--- config.mk ---
export PLATFORM = sky130hd
export DESIGN_NAME = pipe_stage_reg
export DESIGN_NICKNAME = d
export VERILOG_FILES = /design/src/rtl/pipe_stage_reg.sv
export SDC_FILE = /design/constraint.sdc
export NUM_CORES = 1
export LEC_CHECK = 0
export CAP_MARGIN = 5
export CORE_AREA = 2 2 155 157
export CTS_CLUSTER_SIZE = 30
export DETAILED_ROUTE_END_ITERATION = 7
export DIE_AREA = 0 0 157 159
export PLACE_DENSITY = 0.69
export SLEW_MARGIN = 10
export SYNTH_ARGS = -nofsm -noshare
export SYNTH_HDL_FRONTEND = slang
export SYNTH_SLANG_ARGS = --single-unit
--- constraint.sdc ---
create_clock -name clk -period 1.5 [get_ports clk]
set_input_delay 0.3 -clock clk [delete_from_list [all_inputs] [get_ports clk]]
set_output_delay 0.3 -clock clk [all_outputs]
set_load 0.005 [all_outputs]
--- src/rtl/pipe_stage_reg.sv ---
// Generic inter-stage pipeline register with stall hold, flush bubble and a saturating stall-age counter.
// Optional performance counters are enabled by defining PIPE_PERF_EN.
module pipe_stage_reg #(
  parameter int unsigned DATA_W    = 96,
  parameter logic [31:0] PC_RESET  = 32'h0000_3000,
  parameter logic [31:0] NOP_INSTR = 32'h0000_0000,
  parameter int unsigned CNT_W     = 4
) (
  input  logic              clk,
  input  logic              reset,
  input  logic              stall,
  input  logic              flush,
  input  logic              valid_in,
  input  logic              bd_in,
  input  logic [31:0]       pc_in,
  input  logic [31:0]       instr_in,
  input  logic [DATA_W-1:0] data_in,
  output logic              valid_out,
  output logic              bd_out,
  output logic [31:0]       pc_out,
  output logic [31:0]       instr_out,
  output logic [DATA_W-1:0] data_out,
  output logic [CNT_W-1:0]  stall_age,
  output logic [31:0]       perf_valid_cnt,
  output logic [31:0]       perf_bubble_cnt
);

  localparam logic [CNT_W-1:0] AgeMax = '1;

  logic              valid_q, valid_d;
  logic              bd_q, bd_d;
  logic [31:0]       pc_q, pc_d;
  logic [31:0]       instr_q, instr_d;
  logic [DATA_W-1:0] data_q, data_d;
  logic [CNT_W-1:0]  age_q, age_d;

  // Reset is applied in the flop block; this covers flush > stall > load.
  always_comb begin
    valid_d = valid_q;
    bd_d    = bd_q;
    pc_d    = pc_q;
    instr_d = instr_q;
    data_d  = data_q;
    age_d   = age_q;
    if (flush) begin
      // Bubble keeps the victim's PC and delay-slot flag so a later EPC is correct.
      valid_d = 1'b0;
      bd_d    = bd_in;
      pc_d    = pc_in;
      instr_d = NOP_INSTR;
      data_d  = '0;
      age_d   = '0;
    end else if (stall) begin
      if (age_q != AgeMax) begin
        age_d = age_q + 1'b1;
      end
    end else begin
      valid_d = valid_in;
      bd_d    = bd_in;
      pc_d    = pc_in;
      instr_d = instr_in;
      data_d  = data_in;
      age_d   = '0;
    end
  end

  always_ff @(posedge clk) begin
    if (reset) begin
      valid_q <= 1'b0;
      bd_q    <= 1'b0;
      pc_q    <= PC_RESET;
      instr_q <= NOP_INSTR;
      data_q  <= '0;
      age_q   <= '0;
    end else begin
      valid_q <= valid_d;
      bd_q    <= bd_d;
      pc_q    <= pc_d;
      instr_q <= instr_d;
      data_q  <= data_d;
      age_q   <= age_d;
    end
  end

  assign valid_out = valid_q;
  assign bd_out    = bd_q;
  assign pc_out    = pc_q;
  assign instr_out = instr_q;
  assign data_out  = data_q;
  assign stall_age = age_q;

`ifdef PIPE_PERF_EN
  logic [31:0] perf_valid_q;
  logic [31:0] perf_bubble_q;

  // Valid count samples valid_out as it was before the edge; both wrap naturally.
  always_ff @(posedge clk) begin
    if (reset) begin
      perf_valid_q  <= '0;
      perf_bubble_q <= '0;
    end else begin
      if (valid_q) begin
        perf_valid_q <= perf_valid_q + 32'd1;
      end
      if (flush) begin
        perf_bubble_q <= perf_bubble_q + 32'd1;
      end
    end
  end

  assign perf_valid_cnt  = perf_valid_q;
  assign perf_bubble_cnt = perf_bubble_q;
`else
  assign perf_valid_cnt  = 32'h0;
  assign perf_bubble_cnt = 32'h0;
`endif

`ifndef SYNTHESIS
  a_flush_bubble : assert property (@(posedge clk) (flush && !reset) |=> (!valid_out && instr_out == NOP_INSTR))
    else $error("flush did not produce a bubble");
  a_reset_pc : assert property (@(posedge clk) reset |=> (pc_out == PC_RESET && stall_age == '0))
    else $error("reset values not applied");
`endif

endmodule
==> summary.txt, run 1 <==
==========================================================================================
Result of the run ........................................................... finished clean
Area of the core ............................................................  0.0232 mm^2
Power share of the clock group ..............................................        42.6%
Largest incremental delay on the critical path ..............................      0.38 ns
Path type of the worst setup path ...........................................   reg -> out
Fraction of power consumed by sequential logic ..............................        44.7%
Kind of end point of the critical path ......................................   output pin
Total via count after detailed routing ......................................         5254
Ordered list of cells on the worst path ..................................... dlygate4sd2_1
CP Launch Point ............................................................. stall_age[0]
Remaining global-route overflow .............................................            0
Area of the mapped netlist .................................................. 0.00643 mm^2
Ratio of routed vias to standard cells ......................................         4.01
Switching Fraction ..........................................................        23.9%
Int Pwr .....................................................................    0.00793 W
Worst vdd ir ................................................................       589 uV
Share of flip-flops with an asynchronous set or reset .......................           0%
Critical path data arrival time .............................................      1.09 ns
Routed Wire Length ..........................................................      17.9 mm
Final-report max-slew violation count .......................................            0
Count of H-tree levels built during CTS .....................................            4
Port bufs ...................................................................          331
Number of global-route vias before repair ...................................         5039
CTS tree ....................................................................          yes
Final weighted congestion in routability-driven placement ...................        0.752
Capturing element of the worst setup path ................................... stall_age[0]
Number of design rule violations left after detail routing ..................            0
Detailed-router iteration count before antenna repair .......................            4
Maximum number of pins on one net before global-route repair ................           57
Post-detail-place hpwl ......................................................      13.3 mm
Flop and latch count out of synthesis .......................................          166
Post-synth cell types .......................................................           22
Die X-Extent ................................................................       157 um
Number of clock sinks seen by CTS ...........................................          166
Synth Instances .............................................................          645
Final #Nets .................................................................         1144
Worst Path Max Fanout .......................................................            5
# placed instances ..........................................................         1277
Leakage power ...............................................................      5.08 nW
Yosys warning count .........................................................            0
Filler-free cell count of the finished design ...............................         1309
Antenna cell count ..........................................................            0
Comb power frac .............................................................        12.7%
NetSw .......................................................................    0.00249 W
Utilization after layout ....................................................        44.4%
Height of the die ...........................................................       159 um
Clock edge transition at the registers on the reported setup and hold paths .      0.07 ns
Fraction of layout cells with a size suffix above 1 .........................        7.47%
Top flip-flop cell by instance count after synthesis ........................ sky130_fd_sc_hd__dfxtp_1
Slowest cell on crit path ................................................... sky130_fd_sc_hd__dfxtp_2
Final number of setup-violating endpoints ...................................            0
Syn_area_per_cell ...........................................................    9.98 um^2
Initial antenna violation count .............................................            0
Routed length per placed instance ...........................................      13.7 um
Master cell of the clock root buffer ........................................ sky130_fd_sc_hd__clkbuf_16
First-pass GRT wire length ..................................................      27.0 mm
Crit share post-route .......................................................        92.6%
Placement Rows ..............................................................           56
Initial Util ................................................................        27.7%
Flop-to-flop setup slack ....................................................      0.39 ns
Endpoint of the worst register-to-register path ............................. stall_age[1]
Bufs and invs on worst path .................................................            1
Total stage count of the critical path ......................................            1
Path depth of the worst reg2reg path ........................................            4
Time the worst path needs with I/O delays and setup .........................      1.39 ns
Max Clock Freq ..............................................................      720 MHz
Worst-Skew Late Latency .....................................................      0.42 ns
First DRT Iteration DRCs ....................................................          213
Required time worst endpoint ................................................      1.20 ns
Reg-to-Reg Start ............................................................ stall_age[0]
Post-detailed-route count of antenna-violating nets .........................            0
Ratio of total power to cell area ........................................... 1010 mW/mm^2
Number of ports placed on the die boundary ..................................          396
CTS Buf Count ...............................................................           17
Count of endpoints failing hold in the final timing report ..................            0
Sequential cell area fraction in the yosys report ...........................        51.6%
Max capacitance violation total .............................................            0
Floorplan die area ..........................................................  0.0250 mm^2
Clock skew after layout .....................................................  0.000788 ns
Post-synth EDFFs ............................................................            0
Bufs on Longest Clock Path ..................................................            2
Post-CTS setup-driven buffer insertion count ................................            0
Kind of launch point of the worst setup path ................................         flop
Total Neg Setup Slack .......................................................         0 ns
Type of the most critical hold path .........................................    in -> reg
Dominant delay contributor by cell family on the critical path ..............   flip-flops
Synth-to-layout area growth .................................................        60.1%
Unrepaired setup endpoints after global routing .............................        false
All-layer global routing usage ..............................................        13.7%
==========================================================================================
-- final cells by class --
class                   count  area (um^2)
clock buffers              21          450
multi-input cells         437         2550
clock inverters            11          141
repair buffers            355         3410
well taps                 319          399
fillers                  2330        12900
flip-flops and latches    166         3340
-- state kept, by name, summed over array words and instances (netlist names) --
register and flops:
data_out 96, instr_out 32, pc_out 32, stall_age 4, bd_out 1, valid_out 1
-- Yosys cell counts (all sizes together), types with 2 or more instances --
cell / n / area [um^2]
mux2i: 130 / 1300
nor2: 130 / 488
nand2: 66 / 248
clkbuf: 3 / 11.3
nand3b: 3 / 22.5
a21oi: 31 / 155
nor3: 3 / 15.0
buf: 102 / 787
nand3: 2 / 10.0
dfxtp: 166 / 3320
-- per-stage QoR --
| step | hold slack (ns) | worst slack, ns | total power, W | area, um^2 |
|---|---|---|---|---|
| floorplan | 0.424 | 0.418 | 0.00544 | 6670 |
| global placement | 0.437 | 0.0208 | 0.00620 | 9890 |
| detailed placement | 0.443 | -0.0158 | 0.00621 | 9890 |
| CTS | 0.314 | 0.0353 | 0.0106 | 10300 |
| global route | 0.323 | 0.0390 | 0.0109 | 10300 |
| finish | 0.325 | 0.111 | 0.0104 | 10300 |
-- logic make-up (layout without fill, tap and decap cells) --
kind of cell	count (synthesis)	count (layout)	synth area share, %
buffers and inverters	105	387	12.4
adders and majority gates	1	1	0.194
muxes	130	130	20.2
and+or+nand+nor	207	207	12.5
DFF	166	166	51.6
other	1	64	0.0583
AOI/OAI and AO/OA	34	34	2.82
xor gates and xnor gates	1	1	0.136
-- power groups by stage --
stage	clock network [W]	logic, W	registers, W
6_report	0.00444	0.00133	0.00466
3_5_place_dp	0	0.00145	0.00476
2_1_floorplan	0	0.000662	0.00477
3_3_place_gp	0	0.00145	0.00476
4_1_cts	0.00463	0.00135	0.00466
5_1_grt	0.00477	0.00145	0.00468
-- per-layer routing --
layer,wire [um],track usage [%]
met1,7370,15.6
met2,8100,22.3
met4,290,4.88
met3,2160,6.48
met5,0,0
-- worst min path at each step --
stage,slack [ns],from,depth (start not counted),end
CTS,0.31,stall,3,instr_out[17]
floorplan,0.42,pc_in[12],2,pc_out[12]
finish,0.33,stall,3,instr_out[14]
global route,0.32,stall,3,instr_out[17]
global placement,0.44,pc_out[0],2,pc_out[0]
detailed placement,0.44,pc_out[0],2,pc_out[0]
-- timing repair --
action	CTS	global route
hold buffers	0	0
setup endpoints to repair	166	1
cloned	0	0
gates resized for setup	182	1
-- layout by cell type, fill, tap and decap left out, drive strengths merged, types with 2 or more instances in the layout --
| cell type | count |
|---|---|
| dlygate4sd2 | 166 |
| nand3 | 2 |
| clkinv | 3 |
| bufinv | 2 |
| clkbuf | 21 |
| clkinvlp | 2 |
| nor2 | 130 |
| nand2 | 66 |
| a21oi | 31 |
| mux2i | 130 |
| buf | 25 |
| dfxtp | 166 |
| clkdlybuf4s50 | 164 |
| inv | 4 |
| conb | 64 |
| nand3b | 3 |
| nor3 | 3 |
Note: power is estimated with default switching activity, not from simulation.
==> run 2: changes to the inputs <==
--- a/config.mk
+++ b/config.mk
@@ -11,6 +11,7 @@
 export DETAILED_ROUTE_END_ITERATION = 7
 export DIE_AREA = 0 0 157 159
 export PLACE_DENSITY = 0.69
+export SKIP_LAST_GASP = 1
 export SLEW_MARGIN = 10
 export SYNTH_ARGS = -nofsm -noshare
 export SYNTH_HDL_FRONTEND = slang
==> results of run 2 <==
Same layout as run 1: the final DEF is identical, and so are final timing and power.
==> run 3: changes to the inputs <==
--- a/config.mk
+++ b/config.mk
@@ -7,7 +7,7 @@
 export LEC_CHECK = 0
 export CAP_MARGIN = 5
 export CORE_AREA = 2 2 155 157
-export CTS_CLUSTER_SIZE = 30
+export CTS_CLUSTER_SIZE = 40
 export DETAILED_ROUTE_END_ITERATION = 7
 export DIE_AREA = 0 0 157 159
 export PLACE_DENSITY = 0.69
==> results of run 3 <==
Same layout as run 1: the final DEF is identical, and so are final timing and power.
